===== src/rtl/register_bank_16x32_if.sv =====
// -----------------------------------------------------------------------------
// register_bank_16x32_if
//   Bus bundle for the 16x32 architectural register bank: the two write-back
//   ports, the PC load/increment controls, and the parallel register outputs.
//   Ports/signals:
//     we_a, wa_addr, wa_data   write port A (ALU/result path)
//     we_b, wb_addr, wb_data   write port B (base-register write-back)
//     pc_ld, pc_data, pc_inc   R15 branch load / auto-increment
//     regs_flat                {R15,...,R0}, Rn at [WIDTH*n +: WIDTH]
//     pc                       copy of R15
//     wr_conflict              one-cycle flag after a colliding write
//   Modports: master drives requests and observes state; slave is the bank.
// -----------------------------------------------------------------------------
interface register_bank_16x32_if #(
  parameter int WIDTH = 32
);
  logic                  we_a;
  logic [3:0]            wa_addr;
  logic [WIDTH-1:0]      wa_data;
  logic                  we_b;
  logic [3:0]            wb_addr;
  logic [WIDTH-1:0]      wb_data;
  logic                  pc_ld;
  logic [WIDTH-1:0]      pc_data;
  logic                  pc_inc;
  logic [16*WIDTH-1:0]   regs_flat;
  logic [WIDTH-1:0]      pc;
  logic                  wr_conflict;

  modport master (
    output we_a, wa_addr, wa_data,
    output we_b, wb_addr, wb_data,
    output pc_ld, pc_data, pc_inc,
    input  regs_flat, pc, wr_conflict
  );

  modport slave (
    input  we_a, wa_addr, wa_data,
    input  we_b, wb_addr, wb_data,
    input  pc_ld, pc_data, pc_inc,
    output regs_flat, pc, wr_conflict
  );
endinterface


===== src/rtl/register_bank_16x32.sv =====
// -----------------------------------------------------------------------------
// register_bank_16x32
//   Architectural register bank R0..R15 with two write-back ports and a
//   dedicated PC path on R15 (branch load and auto-increment). All sixteen
//   registers are driven out in parallel straight from the flops, so a write
//   becomes visible only after the edge that samples it (no bypass).
//   Ports:
//     clk    rising-edge clock
//     rst_n  synchronous active-low reset
//     bus    register_bank_16x32_if.slave (write ports, PC controls, outputs)
//   Collision priority:
//     R0..R14 : port A > port B > hold
//     R15     : pc_ld > port A > port B > pc_inc > hold
//   wr_conflict reports a collision one cycle later; the priority winner is
//   always committed regardless.
// -----------------------------------------------------------------------------
module register_bank_16x32 #(
  parameter int               WIDTH    = 32,
  parameter logic [WIDTH-1:0] PC_RESET = '0,
  parameter logic [WIDTH-1:0] PC_STEP  = WIDTH'(4)
) (
  input logic                   clk,
  input logic                   rst_n,
  register_bank_16x32_if.slave  bus
);

  logic [WIDTH-1:0] regs_q [16];
  logic [WIDTH-1:0] regs_d [16];
  logic             conflict_q;
  logic             conflict_d;

  logic             a_hits_pc;
  logic             b_hits_pc;

  assign a_hits_pc = bus.we_a && (bus.wa_addr == 4'hF);
  assign b_hits_pc = bus.we_b && (bus.wb_addr == 4'hF);

  // Next-state selection for the general-purpose registers and R15
  always_comb begin
    for (int n = 0; n < 15; n++) begin
      regs_d[n] = regs_q[n];
      if (bus.we_a && (bus.wa_addr == 4'(n))) begin
        regs_d[n] = bus.wa_data;
      end else if (bus.we_b && (bus.wb_addr == 4'(n))) begin
        regs_d[n] = bus.wb_data;
      end
    end

    regs_d[15] = regs_q[15];
    if (bus.pc_ld) begin
      regs_d[15] = bus.pc_data;
    end else if (a_hits_pc) begin
      regs_d[15] = bus.wa_data;
    end else if (b_hits_pc) begin
      regs_d[15] = bus.wb_data;
    end else if (bus.pc_inc) begin
      // Wraps modulo 2^WIDTH by truncation of the sum.
      regs_d[15] = regs_q[15] + PC_STEP;
    end
  end

  // Any request that loses to a higher-priority one counts as a collision.
  always_comb begin
    conflict_d = (bus.we_a && bus.we_b && (bus.wa_addr == bus.wb_addr))
               || (bus.pc_ld  && (a_hits_pc || b_hits_pc))
               || (bus.pc_inc && (a_hits_pc || b_hits_pc))
               || (bus.pc_ld  && bus.pc_inc);
  end

  // State update; reset wins over every write or PC request in the same cycle
  always_ff @(posedge clk) begin
    if (!rst_n) begin
      for (int n = 0; n < 15; n++) begin
        regs_q[n] <= '0;
      end
      regs_q[15] <= PC_RESET;
      conflict_q <= 1'b0;
    end else begin
      for (int n = 0; n < 16; n++) begin
        regs_q[n] <= regs_d[n];
      end
      conflict_q <= conflict_d;
    end
  end

  // Outputs come straight from the flops
  for (genvar n = 0; n < 16; n++) begin : g_out
    assign bus.regs_flat[WIDTH*n +: WIDTH] = regs_q[n];
  end

  assign bus.pc          = regs_q[15];
  assign bus.wr_conflict = conflict_q;

endmodule


===== src/flat_wrapper.sv =====
// flat-port wrapper written by rule: the top's interface ports become plain ports
module register_bank_16x32_flat 
#(
  parameter int               WIDTH    = 32,
  parameter logic [WIDTH-1:0] PC_RESET = '0,
  parameter logic [WIDTH-1:0] PC_STEP  = WIDTH'(4)
)
  (clk, rst_n, bus_we_a, bus_wa_addr, bus_wa_data, bus_we_b, bus_wb_addr, bus_wb_data, bus_pc_ld, bus_pc_data, bus_pc_inc, bus_regs_flat, bus_pc, bus_wr_conflict);
  register_bank_16x32_if #(.WIDTH(WIDTH)) bus_i ();
  input logic clk;
  input logic rst_n;
  input wire logic [$bits(bus_i.we_a)-1:0] bus_we_a;
  input wire logic [$bits(bus_i.wa_addr)-1:0] bus_wa_addr;
  input wire logic [$bits(bus_i.wa_data)-1:0] bus_wa_data;
  input wire logic [$bits(bus_i.we_b)-1:0] bus_we_b;
  input wire logic [$bits(bus_i.wb_addr)-1:0] bus_wb_addr;
  input wire logic [$bits(bus_i.wb_data)-1:0] bus_wb_data;
  input wire logic [$bits(bus_i.pc_ld)-1:0] bus_pc_ld;
  input wire logic [$bits(bus_i.pc_data)-1:0] bus_pc_data;
  input wire logic [$bits(bus_i.pc_inc)-1:0] bus_pc_inc;
  output wire logic [$bits(bus_i.regs_flat)-1:0] bus_regs_flat;
  output wire logic [$bits(bus_i.pc)-1:0] bus_pc;
  output wire logic [$bits(bus_i.wr_conflict)-1:0] bus_wr_conflict;
  assign bus_i.we_a = bus_we_a;
  assign bus_i.wa_addr = bus_wa_addr;
  assign bus_i.wa_data = bus_wa_data;
  assign bus_i.we_b = bus_we_b;
  assign bus_i.wb_addr = bus_wb_addr;
  assign bus_i.wb_data = bus_wb_data;
  assign bus_i.pc_ld = bus_pc_ld;
  assign bus_i.pc_data = bus_pc_data;
  assign bus_i.pc_inc = bus_pc_inc;
  assign bus_regs_flat = bus_i.regs_flat;
  assign bus_pc = bus_i.pc;
  assign bus_wr_conflict = bus_i.wr_conflict;
  register_bank_16x32 #(.WIDTH(WIDTH), .PC_RESET(PC_RESET), .PC_STEP(PC_STEP)) u_core (.clk(clk), .rst_n(rst_n), .bus(bus_i));
endmodule

===== config.mk =====
export PLATFORM = sky130hd
export DESIGN_NAME = register_bank_16x32_flat
export DESIGN_NICKNAME = d
export VERILOG_FILES = /design/src/rtl/register_bank_16x32_if.sv /design/src/rtl/register_bank_16x32.sv /design/src/flat_wrapper.sv
export SDC_FILE = /design/constraint.sdc
export NUM_CORES = 1
export LEC_CHECK = 0
export BUFFER_PORTS_ARGS = -buffer_cell sky130_fd_sc_hd__buf_4
export CORE_AREA = 2 2 257 259
export CTS_BUF_LIST = sky130_fd_sc_hd__clkbuf_4 sky130_fd_sc_hd__clkbuf_8
export CTS_CLUSTER_SIZE = 24
export DETAILED_ROUTE_END_ITERATION = 8
export DIE_AREA = 0 0 259 261
export MAX_ROUTING_LAYER = met4
export SYNTH_ARGS = -nofsm -noshare
export SYNTH_HDL_FRONTEND = slang
export SYNTH_SLANG_ARGS = --single-unit

===== constraint.sdc =====
create_clock -name clk -period 2.7 [get_ports clk]
set_input_delay 0.27 -clock clk [delete_from_list [all_inputs] [get_ports clk]]
set_output_delay 0.27 -clock clk [all_outputs]
set_load 0.1 [all_outputs]

==> results.ini <==
[yosys]
synth_area_mm2=0.0242
synth.top_cells.by_count=513 x dfxtp_1, 508 x nor2_1, 418 x a211oi_1, 417 x mux2i_1, 273 x clkbuf_1
synthFlopType=dfxtp_1
synth_area_leaders=dfxtp_1 42%, mux2i_1 17%, a211oi_1 13%
netlist_instances=2749
synth.most_common_cell=dfxtp_1
syn-num-nets=2860
async_flop_share_pct=0
synth_top_area_cell=dfxtp_1
netlist.area_leader.share_pct=42.5
avgSynthCellArea_um2=8.80
yosysSeqAreaShare_pct=42.5
yosysUniqueCellTypes=61
yosysWarnings=0
synth.ff_latch_count=513
synth-edff-count=0

[detailed_routing]
drc=0
dr.pass1.iters=9
drt_iter0_drc=2406
drt-vias-per-instance=5.79
wl_per_cell_um=26.7
ant_nets=0
vias=24500
routed_wl_mm=113

[clocking]
cts_inserted_buffers=92
clock_sinks=513
htree_num_levels=3
cts_tree=yes
clock_latency_ns=0.68
cts_root_buf=clkbuf_8
clkTransAtPathRegs_ns=0.06
clk_path_buf_depth=3

[critical_path]
r2r_start=u_core.regs_q[1][231]
slowest_stage=or4_4
slowest_delay_ns=0.67
crit_required_ns=3.27
worstSetupEndpointType=flop
crit_type=flop to flop
rr_endpoint=u_core.regs_q[1][250]
startpoint_type=flop
critical_path_arrival_ns=3.13
rr_worst_depth=6
r2r_slack_ns=0.13
crit_chain=nand4_2, or4_4, o31a_1, o31ai_1, a21oi_1, dlygate4sd3_1
startpoint=u_core.regs_q[1][231]
path_delay_family=simple AND/OR/NAND/NOR gates
crit_buf_inv=1
crit_cells=6
worst-path-max-fanout=7

[timing]
tns_ns=0
fin_skew_ns=0.0136
drv_slew=0
rsz0062_at_grt=no
setup_viol=0
hold_viol_final=0
finalCriticalPeriod_ns=2.57
fin_crit_sh_pct=95.0
worst_pin_slew_ns=1.10
fmax_mhz=390
slew_headroom_pct=26.5

[min_path]
worstHoldStart=bus_pc_data[29]
hold_path.class=input port to flop
hold_end=u_core.regs_q[1][253]
hold_depth=4

[global_route]
track_usage_pct=32.9
grt_max_degree=200
grt_pass1_vias=23500
overflow=0
antenna_found_initial=4
grt_pass1_wl_mm=162

[floorplanning]
design.core.area_mm2=0.0650
rows=94
initial_core_util_pct=37.2
die_h_um=261
io_pins=655
dieArea_mm2=0.0676
die_x_um=259

[power]
total_power_uw=20700
power_density_mw_per_mm2=633
leakagePower_uw=0.0135
ir_drop_v=0.000451

[placed_design]
place.gp.congestion=0.935
dp_hpwl_mm=74.1
numPortBuffers=654

[run]
max_cap_violations=0

[run_status]
status=complete, no violations

[final_layout]
drive_gt1_share_pct=28.0
fin_nets=3413
areaGrowthSynthToFinish_pct=35.3

## metrics by stage
step	hold slack, ns	area, µm²	util [%]	worst slack (ns)	std cells
2_1_floorplan	0.409	24200	-	0.00692	2749
3_3_place_gp	0.470	29500	45.4	0.344	3958
3_5_place_dp	0.469	29500	45.4	0.339	3958
4_1_cts	0.00188	32700	50.3	0.0459	4234
5_1_grt	0.0453	32700	50.3	0.00642	4238
6_report	0.0655	32700	50.3	0.134	4239
## placed cells by master, fill, tap and decap left out, drive strengths merged, types with 14 or more instances in the layout
master / count
buf: 719
dfxtp: 513
nor2: 508
a211oi: 418
mux2i: 417
clkbuf: 150
nand2: 121
dlygate4sd3: 114
nand3: 86
a311oi: 68
o21ai: 37
a21oi: 21
nor3: 18
nand4: 14
inv: 14
## logic make-up after synthesis
| group | count (synthesis) | share of synthesized area (%) |
|---|---|---|
| buffers and inverters | 384 | 6.59 |
| and+or+nand+nor | 787 | 13.5 |
| DFF | 513 | 42.5 |
| AOI/OAI and AO/OA | 628 | 19.4 |
| xor gates and xnor gates | 19 | 0.688 |
| muxes | 417 | 17.3 |
| adders and majority gates | 1 | 0.0517 |
## power breakdown
group          leakage, µW  internal (µW)  switching [µW]
clock              0.00107           4540            3490
sequential         0.00417           7850             233
combinational      0.00821           1000            3600
## cell type report
class,instances,area (µm²)
repair buffers,833,6810
multi-input cells,1852,12500
flip-flops and latches,513,10300
clock buffers,150,1900
fillers,5997,32300
diodes,5,12.5
well taps,864,1080
clock inverters,12,115
inverters,10,45.0
## layer usage
layer | vias up | GRT usage, % | part of all wire, %
met5 | - | - | 0
met4 | 0 | 14.5 | 4.4
met3 | 272 | 7.74 | 9.5
met2 | 1327 | 49.6 | 45
met1 | 11900 | 42.1 | 42
li1 | 11000 | - | -
## repair_timing
action	4_1_cts	5_1_grt
setup endpoints to repair	0	7
hold endpoints to repair	335	0
setup buffers	0	0
resized for setup	0	3
hold buffers	114	0
## state kept, by name (all words and copies together), names as in the netlist
name / flops
u_core.regs_q: 512
u_core.bus.wr_conflict: 1
## worst min-delay path, cell delays in order
cell and delay, ns:
buf_4 0.11, o21ai_0 0.19, a21o_1 0.10, a31oi_1 0.03
## worst max-delay path by stage
stage / endpoint / slack, ns
2_1_floorplan: u_core.regs_q[1][255] / 0.007
4_1_cts: u_core.regs_q[1][250] / 0.05
3_3_place_gp: u_core.regs_q[1][252] / 0.34
6_report: u_core.regs_q[1][250] / 0.13
5_1_grt: u_core.regs_q[1][250] / 0.006
3_5_place_dp: u_core.regs_q[1][252] / 0.34
No activity file was read; power rests on OpenSTA's default activity.
